$ cat config.mk
export PLATFORM = sky130hd
export DESIGN_NAME = hazard_stall_controller_flat
export DESIGN_NICKNAME = d
export VERILOG_FILES = /design/src/rtl/hazard_stall_controller_if.sv /design/src/rtl/hazard_stall_controller.sv /design/src/flat_wrapper.sv
export SDC_FILE = /design/constraint.sdc
export NUM_CORES = 1
export LEC_CHECK = 0
export CAP_MARGIN = 20
export CORE_UTILIZATION = 42
export CTS_BUF_LIST = sky130_fd_sc_hd__clkbuf_4
export CTS_CLUSTER_SIZE = 30
export DETAILED_ROUTE_END_ITERATION = 10
export GPL_TIMING_DRIVEN = 1
export HOLD_SLACK_MARGIN = 0.05
export PLACE_DENSITY_LB_ADDON = 0.12
export SYNTH_ARGS = -nofsm -noshare
export SYNTH_HDL_FRONTEND = slang
export SYNTH_SLANG_ARGS = --single-unit
$ cat constraint.sdc
create_clock -name clk -period 2.48 [get_ports clk]
set_input_delay 0.248 -clock clk [delete_from_list [all_inputs] [get_ports clk]]
set_output_delay 0.248 -clock clk [all_outputs]
set_load 0.01 [all_outputs]
$ cat src/rtl/hazard_stall_controller_if.sv
// Pipeline-control bundle between the 5-stage core datapath and the hazard/stall controller.
//   Hazard inputs (datapath -> controller):
//     Rn_ID, Rm_ID, useRn_ID, useRm_ID      source operands of the ID instruction
//     Aw_EXE, RegWrite_EXE, MemRead_EXE     destination/type of the EXE instruction
//     branch_taken_EXE                      taken branch resolved in EXE
//     mem_req_MEM, mem_ready                data-memory access handshake in MEM
//   Control outputs (controller -> datapath):
//     pc_write, ifid_write, idex_write, exmem_write, memwb_write   register enables
//     ifid_flush, idex_bubble                                     NOP insertion
//     state, stall_cnt                                            status / perf counter
// Modport master is the datapath side; modport slave is the controller side.
interface hazard_stall_controller_if #(
  parameter int unsigned CNT_W = 16
);
  logic [4:0]       Rn_ID;
  logic [4:0]       Rm_ID;
  logic             useRn_ID;
  logic             useRm_ID;
  logic [4:0]       Aw_EXE;
  logic             RegWrite_EXE;
  logic             MemRead_EXE;
  logic             branch_taken_EXE;
  logic             mem_req_MEM;
  logic             mem_ready;

  logic             pc_write;
  logic             ifid_write;
  logic             idex_write;
  logic             exmem_write;
  logic             memwb_write;
  logic             ifid_flush;
  logic             idex_bubble;
  logic [1:0]       state;
  logic [CNT_W-1:0] stall_cnt;

  modport master (
    output Rn_ID, Rm_ID, useRn_ID, useRm_ID, Aw_EXE, RegWrite_EXE, MemRead_EXE,
           branch_taken_EXE, mem_req_MEM, mem_ready,
    input  pc_write, ifid_write, idex_write, exmem_write, memwb_write, ifid_flush,
           idex_bubble, state, stall_cnt
  );

  modport slave (
    input  Rn_ID, Rm_ID, useRn_ID, useRm_ID, Aw_EXE, RegWrite_EXE, MemRead_EXE,
           branch_taken_EXE, mem_req_MEM, mem_ready,
    output pc_write, ifid_write, idex_write, exmem_write, memwb_write, ifid_flush,
           idex_bubble, state, stall_cnt
  );
endinterface

$ cat src/rtl/hazard_stall_controller.sv
// Pipeline sequencing controller for the 5-stage core.
//   - Inserts one bubble for load-use hazards forwarding cannot cover.
//   - Freezes the whole pipeline while a data-memory access is outstanding.
//   - Flushes wrong-path instructions for FLUSH_CYCLES cycles after a taken branch.
//   - Counts cycles with pc_write=0 in a saturating counter.
// Ports:
//   clk      rising-edge clock
//   reset_n  synchronous reset, active low
//   bus      hazard_stall_controller_if.slave (hazard inputs, enables, state, stall_cnt)
// Outputs are a combinational decode of state and inputs; state and counters are registered.
module hazard_stall_controller #(
  parameter int unsigned FLUSH_CYCLES = 1,   // 1..15
  parameter int unsigned CNT_W        = 16,
  parameter int unsigned ZERO_REG     = 31
) (
  input logic                      clk,
  input logic                      reset_n,
  hazard_stall_controller_if.slave bus
);

  typedef enum logic [1:0] {
    StRun     = 2'b00,
    StMemWait = 2'b01,
    StFlush   = 2'b10
  } state_e;

  state_e           state_q, state_d;
  logic [3:0]       flush_cnt_q, flush_cnt_d;
  logic [CNT_W-1:0] stall_cnt_q, stall_cnt_d;

  logic memstall;
  logic load_use;

  logic pc_write, ifid_write, idex_write, exmem_write, memwb_write;
  logic ifid_flush, idex_bubble;

  assign memstall = bus.mem_req_MEM & ~bus.mem_ready;

  // The zero register never carries a real value, so a load into it cannot create a hazard.
  assign load_use = bus.MemRead_EXE & bus.RegWrite_EXE & (bus.Aw_EXE != 5'(ZERO_REG)) &
                    ((bus.useRn_ID & (bus.Aw_EXE == bus.Rn_ID)) |
                     (bus.useRm_ID & (bus.Aw_EXE == bus.Rm_ID)));

  always_comb begin
    pc_write    = 1'b1;
    ifid_write  = 1'b1;
    idex_write  = 1'b1;
    exmem_write = 1'b1;
    memwb_write = 1'b1;
    ifid_flush  = 1'b0;
    idex_bubble = 1'b0;
    state_d     = state_q;
    flush_cnt_d = flush_cnt_q;

    unique case (state_q)
      // MEM_WAIT on its ready cycle decodes exactly like RUN.
      StRun, StMemWait: begin
        if (memstall) begin
          pc_write    = 1'b0;
          ifid_write  = 1'b0;
          idex_write  = 1'b0;
          exmem_write = 1'b0;
          memwb_write = 1'b0;
          state_d     = StMemWait;
        end else if (bus.branch_taken_EXE) begin
          // Branch beats load-use: the dependent ID instruction is being discarded anyway.
          ifid_flush  = 1'b1;
          idex_bubble = 1'b1;
          if (FLUSH_CYCLES > 1) begin
            flush_cnt_d = 4'(FLUSH_CYCLES - 1);
            state_d     = StFlush;
          end else begin
            state_d     = StRun;
          end
        end else if (load_use) begin
          pc_write    = 1'b0;
          ifid_write  = 1'b0;
          idex_bubble = 1'b1;
          state_d     = StRun;
        end else begin
          state_d     = StRun;
        end
      end

      StFlush: begin
        if (memstall) begin
          // Freeze in place; the flush resumes where it left off.
          pc_write    = 1'b0;
          ifid_write  = 1'b0;
          idex_write  = 1'b0;
          exmem_write = 1'b0;
          memwb_write = 1'b0;
        end else begin
          // Any branch seen here is on the wrong path and is ignored.
          ifid_flush  = 1'b1;
          idex_bubble = 1'b1;
          if (flush_cnt_q <= 4'd1) begin
            flush_cnt_d = 4'd0;
            state_d     = StRun;
          end else begin
            flush_cnt_d = flush_cnt_q - 4'd1;
          end
        end
      end

      default: begin
        state_d     = StRun;
        flush_cnt_d = 4'd0;
      end
    endcase

    // Reset overrides every decode so nothing enters the pipeline during reset.
    if (!reset_n) begin
      pc_write    = 1'b0;
      ifid_write  = 1'b0;
      idex_write  = 1'b0;
      exmem_write = 1'b0;
      memwb_write = 1'b0;
      ifid_flush  = 1'b1;
      idex_bubble = 1'b1;
    end
  end

  always_comb begin
    stall_cnt_d = stall_cnt_q;
    if (!pc_write && (stall_cnt_q != {CNT_W{1'b1}})) begin
      stall_cnt_d = stall_cnt_q + CNT_W'(1);
    end
  end

  always_ff @(posedge clk) begin
    if (!reset_n) begin
      state_q     <= StRun;
      flush_cnt_q <= 4'd0;
      stall_cnt_q <= '0;
    end else begin
      state_q     <= state_d;
      flush_cnt_q <= flush_cnt_d;
      stall_cnt_q <= stall_cnt_d;
    end
  end

  assign bus.pc_write    = pc_write;
  assign bus.ifid_write  = ifid_write;
  assign bus.idex_write  = idex_write;
  assign bus.exmem_write = exmem_write;
  assign bus.memwb_write = memwb_write;
  assign bus.ifid_flush  = ifid_flush;
  assign bus.idex_bubble = idex_bubble;
  assign bus.state       = state_q;
  assign bus.stall_cnt   = stall_cnt_q;

endmodule
$ cat src/flat_wrapper.sv
// flat-port wrapper written by rule: the top's interface ports become plain ports
module hazard_stall_controller_flat 
#(
  parameter int unsigned FLUSH_CYCLES = 1,           
  parameter int unsigned CNT_W        = 16,
  parameter int unsigned ZERO_REG     = 31
)
  (clk, reset_n, bus_Rn_ID, bus_Rm_ID, bus_useRn_ID, bus_useRm_ID, bus_Aw_EXE, bus_RegWrite_EXE, bus_MemRead_EXE, bus_branch_taken_EXE, bus_mem_req_MEM, bus_mem_ready, bus_pc_write, bus_ifid_write, bus_idex_write, bus_exmem_write, bus_memwb_write, bus_ifid_flush, bus_idex_bubble, bus_state, bus_stall_cnt);
  hazard_stall_controller_if #(.CNT_W(CNT_W)) bus_i ();
  input logic clk;
  input logic reset_n;
  input wire logic [$bits(bus_i.Rn_ID)-1:0] bus_Rn_ID;
  input wire logic [$bits(bus_i.Rm_ID)-1:0] bus_Rm_ID;
  input wire logic [$bits(bus_i.useRn_ID)-1:0] bus_useRn_ID;
  input wire logic [$bits(bus_i.useRm_ID)-1:0] bus_useRm_ID;
  input wire logic [$bits(bus_i.Aw_EXE)-1:0] bus_Aw_EXE;
  input wire logic [$bits(bus_i.RegWrite_EXE)-1:0] bus_RegWrite_EXE;
  input wire logic [$bits(bus_i.MemRead_EXE)-1:0] bus_MemRead_EXE;
  input wire logic [$bits(bus_i.branch_taken_EXE)-1:0] bus_branch_taken_EXE;
  input wire logic [$bits(bus_i.mem_req_MEM)-1:0] bus_mem_req_MEM;
  input wire logic [$bits(bus_i.mem_ready)-1:0] bus_mem_ready;
  output wire logic [$bits(bus_i.pc_write)-1:0] bus_pc_write;
  output wire logic [$bits(bus_i.ifid_write)-1:0] bus_ifid_write;
  output wire logic [$bits(bus_i.idex_write)-1:0] bus_idex_write;
  output wire logic [$bits(bus_i.exmem_write)-1:0] bus_exmem_write;
  output wire logic [$bits(bus_i.memwb_write)-1:0] bus_memwb_write;
  output wire logic [$bits(bus_i.ifid_flush)-1:0] bus_ifid_flush;
  output wire logic [$bits(bus_i.idex_bubble)-1:0] bus_idex_bubble;
  output wire logic [$bits(bus_i.state)-1:0] bus_state;
  output wire logic [$bits(bus_i.stall_cnt)-1:0] bus_stall_cnt;
  assign bus_i.Rn_ID = bus_Rn_ID;
  assign bus_i.Rm_ID = bus_Rm_ID;
  assign bus_i.useRn_ID = bus_useRn_ID;
  assign bus_i.useRm_ID = bus_useRm_ID;
  assign bus_i.Aw_EXE = bus_Aw_EXE;
  assign bus_i.RegWrite_EXE = bus_RegWrite_EXE;
  assign bus_i.MemRead_EXE = bus_MemRead_EXE;
  assign bus_i.branch_taken_EXE = bus_branch_taken_EXE;
  assign bus_i.mem_req_MEM = bus_mem_req_MEM;
  assign bus_i.mem_ready = bus_mem_ready;
  assign bus_pc_write = bus_i.pc_write;
  assign bus_ifid_write = bus_i.ifid_write;
  assign bus_idex_write = bus_i.idex_write;
  assign bus_exmem_write = bus_i.exmem_write;
  assign bus_memwb_write = bus_i.memwb_write;
  assign bus_ifid_flush = bus_i.ifid_flush;
  assign bus_idex_bubble = bus_i.idex_bubble;
  assign bus_state = bus_i.state;
  assign bus_stall_cnt = bus_i.stall_cnt;
  hazard_stall_controller #(.FLUSH_CYCLES(FLUSH_CYCLES), .CNT_W(CNT_W), .ZERO_REG(ZERO_REG)) u_core (.clk(clk), .reset_n(reset_n), .bus(bus_i));
endmodule
; ---- Yosys cells after proc, flatten, opt, wreduce, memory -nomap -nowiden
; Cells that the tools add are included.
[totals]
ff_bits = 22
input_bits = 24
out_inout_bits = 25
elab_cells = 54
[classes]
addsub = 2
order_cmp = 1
eq_ne = 8
n_mux = 24
n_bitwise = 9
reduce_logical = 7
[op_table]
columns = operator, n
row1 = $add 16x1->16 const B, 1
row2 = $ne 16x16->1 const B, 1
row3 = $mux 1, 15
row4 = $eq 5x5->1, 2
row5 = $mux 4, 2
row6 = $pmux 4 s2, 1
row7 = $and 1x1->1, 6
row8 = $pmux 1 s2, 3
row9 = $ne 5x5->1 const B, 1
row10 = $le 4x1->1 const B, 1
row11 = $mux 2, 2
row12 = $pmux 2 s2, 1
row13 = $reduce_and 2->1, 2
row14 = $sub 4x1->4 const B, 1
row15 = $reduce_or 3->1, 1
row16 = $eq 2x1->1 const B, 1
row17 = $eq 2x2->1 const B, 1
row18 = $logic_not 2->1, 1
row19 = $ne 2x1->1 const B, 1
row20 = $ne 2x2->1 const B, 1
row21 = $not 1->1, 2
row22 = $reduce_or 2->1, 1
row23 = $logic_and 1x1->1, 1
row24 = $logic_not 1->1, 1
row25 = $or 1x1->1, 1

; ---- Depth between registers and ports, before layout
; Gate-level depths: netlist of the first run.
[depth]
depth_word = 11
mapped_depth = 9
mapped_depth_nobuf = 7

; ---- Worst setup path after synthesis of the first run
; No wires, ideal clock.
[synth_path]
kind = reg-to-reg
from = reg u_core.stall_cnt_q[0] (netlist: u_core.bus.stall_cnt[0])
to = reg u_core.stall_cnt_q[5] (netlist: u_core.bus.stall_cnt[5])
setup_ns = 0.071
t_arrival_ns = 1.845
required_ns = 2.409
slack_ns = 0.564
path_stages_with_launch = 9
n_path_buf = 1
period_less_slack_ns = 1.916
cell_sequence = dfxtp_1 ha_1 and3_1 and4bb_1 nor3b_2 a21oi_2 buf_6 or3_1 a21oi_1
[synth_between]
elab_chain_len = 2
elab_cells_between_ends = 3
classes_between = add/sub: 1 / eq/ne: 1 / reduce/logical: 1
[synth_rtl]
columns = element, line_no
row1 = from (decl), hazard_stall_controller.sv:29  ; logic [CNT_W-1:0] stall_cnt_q, stall_cnt_d;
row2 = from (signal assigned), hazard_stall_controller.sv:139  ; stall_cnt_q <= stall_cnt_d;
row3 = "parallel branches: the longest is 2 deep, another holds $add 16x1->16", n/a
; Parallel ways; which one is timed is not known.
; A chain may end at the register's enable or synchronous reset.

; ---- Worst setup path in the final report of the first run
[layout_path]
from = in bus_Aw_EXE[4]
to = out bus_idex_bubble
[layout_between]
elab_chain_len = 9
elab_cells_between_ends = 13
classes_between = eq/ne: 3 / mux: 5 / bitwise: 5
[layout_rtl]
columns = element, line_no
row1 = from (decl), flat_wrapper.sv:16  ; input wire logic [$bits(bus_i.Aw_EXE)-1:0] bus_Aw_EXE;
row2 = $eq 5x5->1 (on tied branches), "hazard_stall_controller.sv:41, hazard_stall_controller.sv:42"
row3 = $and 1x1->1 (on tied branches), "hazard_stall_controller.sv:41, hazard_stall_controller.sv:42"
row4 = $or 1x1->1, hazard_stall_controller.sv:41  ; ((bus.useRn_ID & (bus.Aw_EXE == bus.Rn_ID)) |
row5 = $and 1x1->1 *, hazard_stall_controller.sv:40  ; assign load_use = bus.MemRead_EXE & bus.RegWrite_EXE & (bus.Aw_EXE != 5'(ZERO_REG)) &
row6 = $mux 1 *, hazard_stall_controller.sv:75  ; end else if (load_use) begin
row7 = $mux 1 *, hazard_stall_controller.sv:65  ; end else if (bus.branch_taken_EXE) begin
row8 = $mux 1 *, hazard_stall_controller.sv:58  ; if (memstall) begin
row9 = $pmux 1 s2 *, hazard_stall_controller.sv:55  ; unique case (state_q)
row10 = $mux 1 *, hazard_stall_controller.sv:113  ; if (!reset_n) begin
row11 = to (decl), flat_wrapper.sv:28  ; output wire logic [$bits(bus_i.idex_bubble)-1:0] bus_idex_bubble;
; Mark *: on every way between the ends. The rest lies on a longest branch, timed or not.

==> flow_summary.ini, run 1 <==
[sta]
fin_hold_ws_ns = 0.5033
fin_ws_ns = 0.1330
slew_violations = 0
tns_ns = 0
slew_headroom_pct = 37.90
max_freq_mhz = 426.1
hold_violations = 0
layout_min_cycle_time_ns = 2.347
worstMarginPinSlew_ns = 0.9315
finalSetupViolCount = 0
rsz0062_at_grt = false
skew_ns = 0.006282
fin_crit_sh_pct = 94.64

[die]
die_w_um = 52.26
dieArea_mm2 = 0.002731
ios = 49
die_height_um = 52.26
start_util_pct = 46.19
rows = 17
core_area_mm2 = 0.002297

[yosys]
yosysSeqAreaShare_pct = 32.08
ys.flop_type = dfxtp_1
avgSynthCellArea_um2 = 8.099
yosys_warnings = 0
yosys_register_bits = 17
synth.distinct_cells = 30
async_flop_share_pct = 0
synth_nets = 156
syn_inst = 131
synth_area_mm2 = 0.001061
synth_edf_count = 0

[power_and_ir_drop]
combPwrFrac_pct = 23.4
power.density_mw_per_mm2 = 368.6
p_seq_share_pct = 49.8
switching_share_pct = 27.11
power.clock.fraction_pct = 26.8
switching_power_mw = 0.1552
total_power_mw = 0.5724
intPower_mw = 0.4172
vdd_ir_drop_max_mv = 0.4517
p_leak_nw = 0.5038

[run]
maxCapViolations = 0

[layout]
area_growth_pct = 46.34
drive_gt1_share_pct = 7.345
nNetsFinal = 203
utilization_pct = 67.59
seq_area_um2 = 340.3
final_common_cell = clkdlybuf4s50_1
multi_input_area_um2 = 645.6
nFillCells = 200
n_antenna_cell = 0
finalInstanceArea_mm2 = 0.001553
final_cells = 205
final_cell_mix = 47 x clkdlybuf4s50_1, 17 x dfxtp_1, 14 x nand2_1, 14 x a21oi_1

[setup_path]
path_max_fanout = 3
startpoint_type = primary input
r2r_cells = 7
cp-end-kind = primary output
cp.required_ns = 2.23
cp_cell_sequence = clkdlybuf4s50_1 -> xnor2_1 -> nand4_1 -> o22ai_2 -> nand2_1 -> a21oi_1 -> clkdlybuf4s50_1
cp_common_cell = clkdlybuf4s50_1
setup.worst_path.start = bus_Aw_EXE[4]
max_stage_delay_ns = 0.56
cp_slowest_cell = clkdlybuf4s50_1
reg2reg_from = u_core.bus.stall_cnt[0]
arrival_ns = 2.10
reg2reg_slack_ns = 0.21
critical_path_class = in -> out
worstReg2RegEnd = u_core.bus.stall_cnt[1]

[detailed_routing]
via_count = 1095
route.detailed.drc = 0
detail_route.first_pass.iterations = 4
finalWirelength_um = 2488
dr.first_iter.drc_count = 21
drtAntennaViolNets = 0
post_drt_wl_per_cell_um = 12.14
drt-vias-per-instance = 5.341

[clock_network]
cts_root_buf = clkbuf_4
worstSkewPairLatency_ns = 0.30
clock_sinks = 17
h-tree-depth = 1
postCtsResizedCells = 0
holdBufCountCts = 0
numCtsBuffers = 3
max-clock-path-buffers = 2
cts_tree = built
clkTransAtPathRegs_ns = 0.11

[global_route]
antenna_found_initial = 0
grt_pass1_wl_um = 3981
grt_pass1_vias = 940
track_usage_pct = 19.39
grt_overflow = 0
grt_max_degree = 26

[placement]
port_buffers = 47
postPlaceCellArea_mm2 = 0.001518
dp.cells = 200
post-dp-hpwl_um = 1945
globalplace.congestion = 0.8027
place_ws_ns = 0.05537

[worst_hold_path]
hold_depth = 2
whs_endpoint = u_core.bus.stall_cnt[6]
worstHoldStart = u_core.bus.stall_cnt[6]
hold_class = reg -> reg

[outcome]
status = complete, no violations
[cell families (layout without fill, tap and decap cells)]
group | count (synthesis) | after routing | share of synthesized area (%)
simple gates | 56 | 56 | 30.07
compound gates | 31 | 31 | 18.28
flops | 17 | 17 | 32.08
buf+inv | 12 | 58 | 7.074
xor+xnor | 11 | 11 | 9.080
mux | 2 | 2 | 1.887
fa+ha+maj | 1 | 1 | 1.179
other cells | 1 | 1 | 0.3534
[cell type report]
type / instances / share of cell area, %
Multi-Input combinational cell: 102 / 41.58
Timing Repair Buffer: 49 / 31.27
Sequential cell: 17 / 21.92
Tap cell: 28 / 2.256
Clock buffer: 3 / 1.450
Inverter: 5 / 1.209
Clock inverter: 1 / 0.3223
[state kept, by name (all words and copies together) (netlist names)]
register	count
u_core.bus.state	1
u_core.bus.stall_cnt	16
[repair_timing]
item	in CTS	in global routing
buffers inserted	0	1
hold endpoints to repair	0	0
setup endpoints to repair	0	1
[power groups by stage]
| stage | logic (mW) | registers, mW | clock network (mW) |
|---|---|---|---|
| 3_5_place_dp | 0.133 | 0.291 | 0 |
| 5_1_grt | 0.145 | 0.287 | 0.171 |
| 3_3_place_gp | 0.132 | 0.291 | 0 |
| 4_1_cts | 0.134 | 0.285 | 0.159 |
| 6_report | 0.134 | 0.285 | 0.153 |
| 2_1_floorplan | 0.0637 | 0.293 | 0 |
[critical path: cells and delay by family]
kind                      cells  cell delay, ns
AOI/OAI and AO/OA             2            0.38
xor gates and xnor gates      1            0.15
buffers and inverters         2            1.11
and+or+nand+nor               2            0.20
[synth_stat cells, types with 2 or more instances]
cell	number	area share [%]
buf_6	2	2.1
nand2_1	14	5.0
nand3_1	7	3.3
and3_1	2	1.2
buf_4	4	2.8
a31oi_2	2	2.4
or3_1	10	5.9
nor2_1	8	2.8
mux2i_1	2	1.9
o31ai_1	5	3.5
dfxtp_1	17	32
xnor2_1	10	8.3
or4_1	5	3.5
nand4_1	4	2.4
a21oi_1	14	6.6
o21ai_1	8	3.8
inv_1	4	1.4
[per-layer routing]
| layer | vias to the layer above | share of wire [%] | global-route usage, % |
|---|---|---|---|
| met1 | 490 | 45 | 24.22 |
| met4 | 0 | 0.24 | 2.632 |
| met2 | 35 | 49 | 33.33 |
| met5 | - | 0 | 0 |
| li1 | 568 | - | - |
| met3 | 2 | 5.5 | 5.797 |
[worst max path at each step]
stage                                    endpoint  slack [ns]  cells past startpoint
after floorplan           u_core.bus.stall_cnt[5]        0.56                      8
after global placement    u_core.bus.stall_cnt[1]        0.10                      7
after detailed placement  u_core.bus.stall_cnt[1]        0.06                      7
after CTS                         bus_idex_bubble        0.08                      7
after global routing              bus_idex_bubble        0.02                      7
final                             bus_idex_bubble        0.13                      7
Power figures use the tool's default switching activity.
==> run 2, diff against run 1 <==
--- a/config.mk
+++ b/config.mk
@@ -12,7 +12,8 @@
 export DETAILED_ROUTE_END_ITERATION = 10
 export GPL_TIMING_DRIVEN = 1
 export HOLD_SLACK_MARGIN = 0.05
-export PLACE_DENSITY_LB_ADDON = 0.12
+export PLACE_DENSITY = 0.79
+export RECOVER_POWER = 25
 export SYNTH_ARGS = -nofsm -noshare
 export SYNTH_HDL_FRONTEND = slang
 export SYNTH_SLANG_ARGS = --single-unit
==> run 2 against run 1 <==
Register-to-register slack gained 0.08 ns. First-iteration DRC count shrank 67%. Worst setup slack lost 0.029 ns. Clock power grew 6%. Sequential cell count is the same. Critical path depth is the same.
==> flow_summary.ini, run 2 (synthesized netlist as in run 1, its figures left out) <==
[detailed_routing]
drt-vias-per-instance = 5.463
via_count = 1120
finalWirelength_um = 2591
post_drt_wl_per_cell_um = 12.64
dr.first_iter.drc_count = 7
route.detailed.drc = 0
drtAntennaViolNets = 0
detail_route.first_pass.iterations = 4

[setup_path]
cp_cell_sequence = clkdlybuf4s50_1 -> xnor2_1 -> nand4_1 -> o22ai_2 -> nand2_1 -> a21oi_1 -> clkdlybuf4s50_1
arrival_ns = 2.13
path_delay_family = buffers and inverters
cp-end-kind = primary output
critical_path_class = in -> out
max_stage_delay_ns = 0.56
worstPathBufferInverterCount = 2
path_max_fanout = 3
startpoint_type = primary input
cp_slowest_cell = clkdlybuf4s50_1
cp_common_cell = clkdlybuf4s50_1
cp.required_ns = 2.23

[run]
maxCapViolations = 0

[layout]
final_cell_mix = 36 x clkdlybuf4s50_1, 17 x dfxtp_1, 14 x nand2_1, 14 x a21oi_1
n_antenna_cell = 0
finalInstanceArea_mm2 = 0.001558
utilization_pct = 67.81
largest_register_ffs = 16
area_growth_pct = 46.82
final_cells = 205
drive_gt1_share_pct = 7.345
nNetsFinal = 203
final_common_cell = clkdlybuf4s50_1

[clock_network]
cts_root_buf = clkbuf_4
max-clock-path-buffers = 2
post-cts-setup-buffer-count = 0
worstSkewPairLatency_ns = 0.28
h-tree-depth = 1
clkTransAtPathRegs_ns = 0.10
numCtsBuffers = 3
clock_sinks = 17
cts_tree = built

[worst_hold_path]
hold_class = reg -> reg

[placement]
dp.cells = 201
place_ws_ns = 0.04478
postPlaceCellArea_mm2 = 0.001525
globalplace.congestion = 0.8397
post-dp-hpwl_um = 2058
port_buffers = 47

[sta]
tns_ns = 0
fin_ws_ns = 0.1035
fin_crit_sh_pct = 95.83
hold_violations = 0
rsz0062_at_grt = false
fin_hold_ws_ns = 0.4976
slew_violations = 0
skew_ns = 0.005402
layout_min_cycle_time_ns = 2.376
finalSetupViolCount = 0
max_freq_mhz = 420.8

[power_and_ir_drop]
power.density_mw_per_mm2 = 372.5
vdd_ir_drop_max_mv = 0.2423
total_power_mw = 0.5803
p_leak_nw = 0.5440

[die]
die_height_um = 52.26
ios = 49
rows = 17
core_area_mm2 = 0.002297
die_w_um = 52.26
start_util_pct = 46.19
dieArea_mm2 = 0.002731

[global_route]
grt_pass1_vias = 1082
grt_pass1_wl_um = 4450
grt_max_degree = 26
track_usage_pct = 21.52
grt_overflow = 0
antenna_found_initial = 0

[outcome]
status = complete, no violations
run 2: metal layers:
metal | share of wire (%) | vias up | GRT usage (%)
met4 | 0.73 | 0 | 9.211
li1 | - | 561 | -
met3 | 4.2 | 2 | 2.609
met2 | 54 | 38 | 40.17
met5 | 0 | - | 0
met1 | 41 | 519 | 24.17
run 2: path summary, 6_finish.rpt:
kind	start	to	slack [ns]	depth (start not counted)
min reg2reg	u_core.bus.stall_cnt[6]	u_core.bus.stall_cnt[6]	0.50	2
max reg2reg	u_core.bus.stall_cnt[0]	u_core.bus.stall_cnt[9]	0.29	8
max	bus_Aw_EXE[4]	bus_idex_bubble	0.10	7
min	u_core.bus.stall_cnt[6]	u_core.bus.stall_cnt[6]	0.50	2
run 2: area by class of cell:
class	count	area (um2)
fillers	206	739.5
repair buffers	49	488.0
flip-flops and latches	17	340.3
multi-input cells	102	645.6
inverters	5	18.77
well taps	28	35.03
clock buffers	4	30.03
run 2: timing repair:
action                     CTS  global route
resized for setup            0             1
hold buffers                 0             0
setup endpoints to repair    0             1
run 2: worst register-to-register path: cells and delay by family (launching register included):
kind / cells / cell delay (ns)
flip-flops: 1 / 0.37
AND/OR/NAND/NOR: 4 / 1.08
AO/OA/AOI/OAI: 2 / 0.22
adder cells (fa/ha/maj): 1 / 0.25
buffers and inverters: 1 / 0.21
run 2: power breakdown:
part / switching, mW / total [mW] / internal (mW)
sequential: 0.00653 / 0.285 / 0.278
clock: 0.0883 / 0.162 / 0.0733
combinational: 0.0559 / 0.134 / 0.0778
total: 0.151 / 0.580 / 0.430
==> run 3, diff against run 2 <==
--- a/config.mk
+++ b/config.mk
@@ -13,7 +13,8 @@
 export GPL_TIMING_DRIVEN = 1
 export HOLD_SLACK_MARGIN = 0.05
 export PLACE_DENSITY = 0.79
-export RECOVER_POWER = 25
+export RECOVER_POWER = 50
+export SKIP_CTS_REPAIR_TIMING = 1
 export SYNTH_ARGS = -nofsm -noshare
 export SYNTH_HDL_FRONTEND = slang
 export SYNTH_SLANG_ARGS = --single-unit
==> run 3 against run 2 <==
Fmax unchanged. Largest cell class unchanged. Global-route usage unchanged. Critical path depth unchanged. Critical endpoint unchanged.
==> flow_summary.ini, run 3 (synthesized netlist as in run 1, its figures left out) <==
[outcome]
status = complete, no violations

[placement]
dp.cells = 201
port_buffers = 47
globalplace.congestion = 0.8397
place_ws_ns = 0.04478
post-dp-hpwl_um = 2058
postPlaceCellArea_mm2 = 0.001525

[detailed_routing]
detail_route.first_pass.iterations = 4
route.detailed.drc = 0
drt-vias-per-instance = 5.478
drtAntennaViolNets = 0
dr.first_iter.drc_count = 7
via_count = 1123
finalWirelength_um = 2587
post_drt_wl_per_cell_um = 12.62

[setup_path]
cp-end-kind = primary output
arrival_ns = 2.13
cp.required_ns = 2.23
critical_path_class = in -> out
startpoint_type = primary input
path_max_fanout = 3

[power_and_ir_drop]
power.density_mw_per_mm2 = 371.2
p_seq_share_pct = 49.2
switching_share_pct = 26.03
total_power_mw = 0.5783
vdd_ir_drop_max_mv = 0.2403
power.clock.fraction_pct = 27.9
intPower_mw = 0.4277
switching_power_mw = 0.1505
p_leak_nw = 0.5730
combPwrFrac_pct = 22.8

[clock_network]
h-tree-depth = 1
clock_sinks = 17
cts_root_buf = clkbuf_4
clkTransAtPathRegs_ns = 0.10
max-clock-path-buffers = 2
numCtsBuffers = 3
worstSkewPairLatency_ns = 0.28
cts_tree = built

[die]
dieArea_mm2 = 0.002731
rows = 17
core_area_mm2 = 0.002297
die_w_um = 52.26
start_util_pct = 46.19
ios = 49
die_height_um = 52.26

[layout]
finalInstanceArea_mm2 = 0.001558
seq_area_um2 = 340.3
final_cell_mix = 26 x clkdlybuf4s50_1, 20 x dlygate4sd3_1, 17 x dfxtp_1
final_common_cell = clkdlybuf4s50_1
drive_gt1_share_pct = 7.345
n_antenna_cell = 0
utilization_pct = 67.81
area_growth_pct = 46.82
final_cells = 205
largest_register_ffs = 16
nNetsFinal = 203
nFillCells = 206
multi_input_area_um2 = 645.6

[sta]
tns_ns = 0
hold_violations = 0
max_freq_mhz = 420.8
finalSetupViolCount = 0
fin_crit_sh_pct = 95.83
fin_ws_ns = 0.1035
fin_hold_ws_ns = 0.4977
rsz0062_at_grt = false
layout_min_cycle_time_ns = 2.376
slew_violations = 0
skew_ns = 0.005316

[global_route]
track_usage_pct = 21.52
grt_pass1_vias = 1082
grt_max_degree = 26
grt_pass1_wl_um = 4450
grt_overflow = 0
antenna_found_initial = 0

[worst_hold_path]
hold_class = reg -> reg

[run]
maxCapViolations = 0
[run 3: cell count changes in the layout (fill, tap and decap cells not counted)]
cell	delta
clkdlybuf4s50_1	-10
dlygate4sd3_1	+10
[run 3: path summary, 6_finish.rpt]
| kind | depth (start not counted) | startpoint | slack [ns] | endpoint |
|---|---|---|---|---|
| min reg2reg | 2 | u_core.bus.stall_cnt[6] | 0.50 | u_core.bus.stall_cnt[6] |
| max | 7 | bus_Aw_EXE[4] | 0.10 | bus_idex_bubble |
| min | 2 | u_core.bus.stall_cnt[6] | 0.50 | u_core.bus.stall_cnt[6] |
| max reg2reg | 8 | u_core.bus.stall_cnt[0] | 0.29 | u_core.bus.stall_cnt[9] |
[run 3: routing by layer]
metal | track usage (%) | vias to the layer above | share of wire, %
li1 | - | 562 | -
met1 | 24.17 | 521 | 41
met2 | 40.17 | 38 | 54
met3 | 2.609 | 2 | 4.2
met4 | 9.211 | 0 | 0.73
met5 | 0 | - | 0
[run 3: layout make-up]
cell class	instances	share of cell area, %
Multi-Input combinational cell	102	41.45
Timing Repair Buffer	49	31.33
Sequential cell	17	21.85
Tap cell	28	2.249
Clock buffer	4	1.928
Inverter	5	1.205
[run 3: power by group through the flow]
| stage | clock network (mW) | registers (mW) | logic, mW |
|---|---|---|---|
| floorplan | 0 | 0.293 | 0.0637 |
| global placement | 0 | 0.291 | 0.133 |
| detailed placement | 0 | 0.291 | 0.137 |
| CTS | 0.164 | 0.285 | 0.137 |
| global route | 0.182 | 0.286 | 0.143 |
| finish | 0.162 | 0.285 | 0.132 |
[run 3: worst max-delay path, cell delays in order]
cell and delay [ns]:
clkdlybuf4s50_1 0.55, xnor2_1 0.14, nand4_1 0.14, o22ai_2 0.23, nand2_1 0.09, a21oi_1 0.16, clkdlybuf4s50_1 0.56
